[src/rtl/strobe_log_arbiter_pkg.sv]
// Shared definitions for the strobe log arbiter: default widths, the
// channel-index width helper and the output register state encoding.
package strobe_log_arbiter_pkg;

    localparam int DEF_NCH = 4;
    localparam int DEF_DW  = 8;
    localparam int DEF_TSW = 16;

    // Channel index width; at least one bit so a two-channel build still has a select.
    function automatic int chw(input int n);
        return (n <= 2) ? 1 : $clog2(n);
    endfunction

    typedef enum logic {
        OUT_IDLE = 1'b0,
        OUT_HOLD = 1'b1
    } out_state_e;

endpackage

[src/rtl/strobe_log_arbiter_rr_pick.sv]
// strobe_rr_pick: combinational round-robin pick. Scans the full-slot vector
// starting at the pointer and returns the first full index plus an any flag.
module strobe_rr_pick
    import strobe_log_arbiter_pkg::*;
#(
    parameter int NCH = DEF_NCH,
    localparam int CHW = chw(NCH)
) (
    input  logic [NCH-1:0] full,
    input  logic [CHW-1:0] ptr,
    output logic [CHW-1:0] grant,
    output logic           any
);

    // First full slot at or after the pointer, wrapping modulo NCH.
    always_comb begin
        logic [CHW-1:0] idx;
        // NOTE: every output gets a default before the loop so no path leaves one unassigned (no latch).
        grant = '0;
        any   = 1'b0;
        idx   = '0;
        for (int k = 0; k < NCH; k++) begin
            idx = CHW'((int'(ptr) + k) % NCH);
            if (!any && full[idx]) begin
                any   = 1'b1;
                grant = idx;
            end
        end
    end

endmodule

[src/rtl/strobe_log_arbiter.sv]
// strobe_log_arbiter: NCH one-entry capture slots drained round-robin into a
// single valid/ready log port, with sticky per-channel overflow flags.
// Optional capture timestamps are enabled by defining STROBE_LOG_TS_EN.
module strobe_log_arbiter
    import strobe_log_arbiter_pkg::*;
#(
    parameter int NCH = DEF_NCH,
    parameter int DW  = DEF_DW,
`ifdef STROBE_LOG_TS_EN
    parameter int TSW = DEF_TSW,
`endif
    localparam int CHW = chw(NCH)
) (
    input  logic              clock,
    input  logic              reset,
    input  logic [NCH-1:0]    req,
    input  logic [NCH*DW-1:0] data,
    output logic              log_valid,
    input  logic              log_ready,
    output logic [CHW-1:0]    log_chan,
    output logic [DW-1:0]     log_data,
`ifdef STROBE_LOG_TS_EN
    output logic [TSW-1:0]    log_ts,
`endif
    output logic [NCH-1:0]    ovf,
    input  logic              clr_ovf
);

    out_state_e        state_q, state_d;
    logic [NCH-1:0]    full_q, full_d;
    logic [DW-1:0]     slot_data_q [NCH];
    logic [DW-1:0]     slot_data_d [NCH];
    logic [CHW-1:0]    chan_q, chan_d;
    logic [DW-1:0]     out_data_q, out_data_d;
    logic [CHW-1:0]    ptr_q, ptr_d;
    logic [NCH-1:0]    ovf_q, ovf_d;
`ifdef STROBE_LOG_TS_EN
    logic [TSW-1:0]    ts_cnt_q, ts_cnt_d;
    logic [TSW-1:0]    slot_ts_q [NCH];
    logic [TSW-1:0]    slot_ts_d [NCH];
    logic [TSW-1:0]    out_ts_q, out_ts_d;
`endif

    logic [CHW-1:0]    grant;
    logic              any;
    logic              load;
    logic              grant_fire;

    strobe_rr_pick #(.NCH(NCH)) u_pick (
        .full  (full_q),
        .ptr   (ptr_q),
        .grant (grant),
        .any   (any)
    );

    // Output register may take a new record when empty or when the sink takes the current one.
    assign load       = (state_q == OUT_IDLE) || log_ready;
    assign grant_fire = load && any;

    // Next-state for slots, output register, pointer, overflow flags and timestamp counter.
    always_comb begin
        state_d     = state_q;
        full_d      = full_q;
        slot_data_d = slot_data_q;
        chan_d      = chan_q;
        out_data_d  = out_data_q;
        ptr_d       = ptr_q;
        ovf_d       = clr_ovf ? '0 : ovf_q;
`ifdef STROBE_LOG_TS_EN
        ts_cnt_d    = ts_cnt_q + TSW'(1);
        slot_ts_d   = slot_ts_q;
        out_ts_d    = out_ts_q;
`endif

        if (load) begin
            state_d = any ? OUT_HOLD : OUT_IDLE;
        end

        if (grant_fire) begin
            chan_d     = grant;
            out_data_d = slot_data_q[grant];
            full_d[grant] = 1'b0;
            ptr_d      = (grant == CHW'(NCH - 1)) ? '0 : grant + CHW'(1);
`ifdef STROBE_LOG_TS_EN
            out_ts_d   = slot_ts_q[grant];
`endif
        end

        // A slot being drained this cycle is free again, so a same-cycle request refills it.
        for (int i = 0; i < NCH; i++) begin
            if (req[i]) begin
                if (!full_d[i]) begin
                    full_d[i]      = 1'b1;
                    slot_data_d[i] = data[i*DW +: DW];
`ifdef STROBE_LOG_TS_EN
                    slot_ts_d[i]   = ts_cnt_q;
`endif
                end else begin
                    ovf_d[i] = 1'b1;
                end
            end
        end
    end

    // State registers; reset clears everything, including slot payloads.
    always_ff @(posedge clock or posedge reset) begin
        if (reset) begin
            // NOTE: sequential state uses non-blocking assignments only, so all flops update together.
            state_q    <= OUT_IDLE;
            full_q     <= '0;
            chan_q     <= '0;
            out_data_q <= '0;
            ptr_q      <= '0;
            ovf_q      <= '0;
            for (int i = 0; i < NCH; i++) begin
                slot_data_q[i] <= '0;
            end
`ifdef STROBE_LOG_TS_EN
            ts_cnt_q   <= '0;
            out_ts_q   <= '0;
            for (int i = 0; i < NCH; i++) begin
                slot_ts_q[i] <= '0;
            end
`endif
        end else begin
            state_q     <= state_d;
            full_q      <= full_d;
            slot_data_q <= slot_data_d;
            chan_q      <= chan_d;
            out_data_q  <= out_data_d;
            ptr_q       <= ptr_d;
            ovf_q       <= ovf_d;
`ifdef STROBE_LOG_TS_EN
            ts_cnt_q    <= ts_cnt_d;
            slot_ts_q   <= slot_ts_d;
            out_ts_q    <= out_ts_d;
`endif
        end
    end

    assign log_valid = (state_q == OUT_HOLD);
    assign log_chan  = chan_q;
    assign log_data  = out_data_q;
    assign ovf       = ovf_q;
`ifdef STROBE_LOG_TS_EN
    assign log_ts    = out_ts_q;
`endif

endmodule

[config.mk]
export PLATFORM = sky130hd
export DESIGN_NAME = strobe_log_arbiter
export DESIGN_NICKNAME = d
export VERILOG_FILES = /design/src/rtl/strobe_log_arbiter_pkg.sv /design/src/rtl/strobe_log_arbiter_rr_pick.sv /design/src/rtl/strobe_log_arbiter.sv
export SDC_FILE = /design/constraint.sdc
export NUM_CORES = 1
export LEC_CHECK = 0
export ABC_AREA = 1
export ABC_CLOCK_PERIOD_IN_PS = 5200
export CORE_AREA = 2 2 74 76
export DETAILED_ROUTE_END_ITERATION = 10
export DIE_AREA = 0 0 76 78
export PLACE_DENSITY = 0.84
export SYNTH_ARGS = -nofsm -noshare
export SYNTH_HDL_FRONTEND = slang
export SYNTH_SLANG_ARGS = --single-unit
export TNS_END_PERCENT = 50
[constraint.sdc]
create_clock -name clock -period 5.2 [get_ports clock]
set_input_delay 0.52 -clock clock [delete_from_list [all_inputs] [get_ports clock]]
set_output_delay 0.52 -clock clock [all_outputs]
set_load 0.02 [all_outputs]
==> results.toml <==
[outcome]
status = "completed"

[die]
rows = 26
die_w_um = 76
coreArea_sq_mm = 0.00504
io_pins = 55
initial_core_util_pct = 55.2
dieHeight_um = 78
die-area_sq_mm = 0.00593

[clocking]
numCtsBuffers = 5
tritoncts = "done"
hold_buffers = 0
cts_repair_resize_count = 0
cts_root_buf = "clkbuf_8"
clk_pin_slew_ns = 0.09
h-tree-depth = 2
cts_sinks = 53
clk_latency_ns = 0.30
clock_path_buffers = 2
post_cts_buffers = 0

[sta]
fin_worst_skew_ns = 0.00182
min_period_ns = 2.79
finalHoldViolCount = 0
slew_headroom_pct = 30.7
worstMarginPinSlew_ns = 1.04
final.setup.tns_ns = 0
period_share_pct = 53.6
max_freq_ghz = 0.359
grt_setup_unrepaired = "no"
slew_viol_final = 0
setup_viol = 0

[placed_design]
gp_congestion = 0.801
port_buffers = 54
hpwl_mm = 4.49
place_area_sq_mm = 0.00331

[synth]
synth_area_leader_cell = "dfrtp_1"
synth_nets = 408
yosys-top-cells-count = "nand2_1 (158), dfrtp_1 (53), nand3_1 (41)"
synth_cell_types = 26
synth_cells = 367
avgSynthCellArea_sq_um = 7.58
synth-edff-count = 0
synth_top_area_share_pct = 47.7
netlist_area_sq_mm = 0.00278
ys_async_sr_fraction_pct = 100
synth.ff_latch_count = 53
synth.most_common_cell = "nand2_1"
yosys_warnings = 0
synth_flop_cell = "dfrtp_1"
synth_area_leaders = "dfrtp_1 (48%), nand2_1 (21%), nand3_1 (7.4%)"
seq_area_frac_synth_pct = 47.7

[grt]
first_global_vias = 2198
overflow = 0
grt_max_degree = 54
antenna_found_initial = 0
grt_usage_pct = 21.3
grt_pass1_wl_mm = 10.2

[finish]
fin_nets = 453
antennaDiodeCount = 0
fin_util_pct = 67.2
drive_gt1_share_pct = 7.02
areaGrowthSynthToFinish_pct = 21.9
post-route-cell-area_sq_mm = 0.00339

[min_path]
min_to = "slot_data_q[24]"
hold_depth = 2
hp-class = "reg -> reg"
min_from = "slot_data_q[24]"

[flow_run]
cap_violations = 0

[pwr]
power.total_mw = 2.31
vdd_ir_drop_max_mv = 0.351
p_leak_nw = 1.79
power_density_mw_per_mm2 = 681

[worst_setup_path]
critPathMaxFanout = 11
ff2ff_path_depth = 13
critPathArrivalTime_ns = 2.98
r2r_slack_ns = 2.41
worstSetupPathType = "reg -> reg"
critPathCaptureType = "register"
r2r-start = "ptr_q[0]"
required_ns = 5.40
rr_endpoint = "slot_data_q[25]"
start_kind = "register"

[drt]
drtAntennaViolNets = 0
routedWlPerCell_um = 12.6
dr.pass1.iters = 4
wl_mm = 6.08
drt_iter0_drc = 148
vias = 2480
drc = 0
via_per_inst = 5.13
## critical path: stages (launching register included)
cell and delay, ns:
dfrtp_1 0.62, inv_8 0.08, nand2_1 0.11, nand3_1 0.07
nand2_1 0.11, inv_1 0.08, nand3_1 0.09, nand3_1 0.29
inv_1 0.40, nand3_1 0.14, nand2_1 0.27, nand2_1 0.24
nand2_1 0.12, nand2_1 0.05
## per-layer routing
| layer | global-route usage, % | vias to the layer above | part of all wire (%) |
|---|---|---|---|
| met5 | 0 | - | 0 |
| met4 | 4.00 | 0 | 1.2 |
| met3 | 4.53 | 9 | 6.0 |
| met2 | 35.1 | 80 | 48 |
| met1 | 29.8 | 1144 | 45 |
| li1 | - | 1247 | - |
## how the worst max path moves through the flow
stage          cells after the start  slack, ns              end      from
5_1_grt                           13       2.11  slot_data_q[27]  ptr_q[0]
3_3_place_gp                      13       2.45  slot_data_q[25]  ptr_q[0]
6_report                          13       2.41  slot_data_q[25]  ptr_q[0]
4_1_cts                           13       2.41  slot_data_q[25]  ptr_q[0]
3_5_place_dp                      13       2.42  slot_data_q[25]  ptr_q[0]
2_1_floorplan                     17       3.18  slot_data_q[17]  ptr_q[0]
## flip-flops by register name (all words and copies together) (netlist names)
signal / count
ptr_q: 2
full_q: 4
ovf: 4
log_chan: 2
log_data: 8
slot_data_q: 32
log_valid: 1
## report_power, final
| group | total, mW | switching (mW) | leakage, nW | internal (mW) |
|---|---|---|---|---|
| Clock | 0.221 | 0.125 | 0.0385 | 0.0954 |
| Sequential | 0.743 | 0.129 | 0.627 | 0.613 |
| Combinational | 1.35 | 0.874 | 1.13 | 0.473 |
## metrics by stage
stage	setup slack, ns	hold WS [ns]	cells
2_1_floorplan	3.18	0.442	367
3_3_place_gp	2.45	0.458	475
3_5_place_dp	2.42	0.462	475
4_1_cts	2.41	0.483	483
5_1_grt	2.11	0.501	483
6_report	2.41	0.483	483
## cell families (layout without fill, tap and decap cells)
kind of cell / count (synthesis) / in the layout / share of synthesized area, %
adder cells (fa/ha/maj): 1 / 1 / 0.450
AND/OR/NAND/NOR: 241 / 241 / 39.0
buffers and inverters: 55 / 101 / 9.26
flip-flops: 53 / 53 / 47.7
AO/OA/AOI/OAI: 17 / 17 / 3.64
## cells in the final DEF, fill, tap and decap left out
cell type	n
inv_1	35
o21a_1	1
a21oi_1	6
nand2_2	7
nor2_1	7
nand3_4	2
inv_2	3
nand2_1	158
clkbuf_1	2
a31oi_1	1
nor2_2	4
o22ai_1	4
inv_8	1
clkbuf_8	5
clkinvlp_4	1
nand3_2	1
a21oi_2	2
and2_1	1
o21ai_0	3
clkdlybuf4s50_1	54
nand4_1	17
dfrtp_1	53
nand2_4	2
ha_1	1
nand3_1	41
nor2_4	1
## layout make-up
| type | count | area (sq um) |
|---|---|---|
| clock inverter | 1 | 7.51 |
| timing repair buffer | 54 | 541 |
| tap | 70 | 87.6 |
| sequential | 53 | 1330 |
| fill | 416 | 1650 |
| multi-input combinational | 259 | 1200 |
| clock buffer | 7 | 76.3 |
| inverter | 39 | 154 |
(Power assumes the default switching activity.)
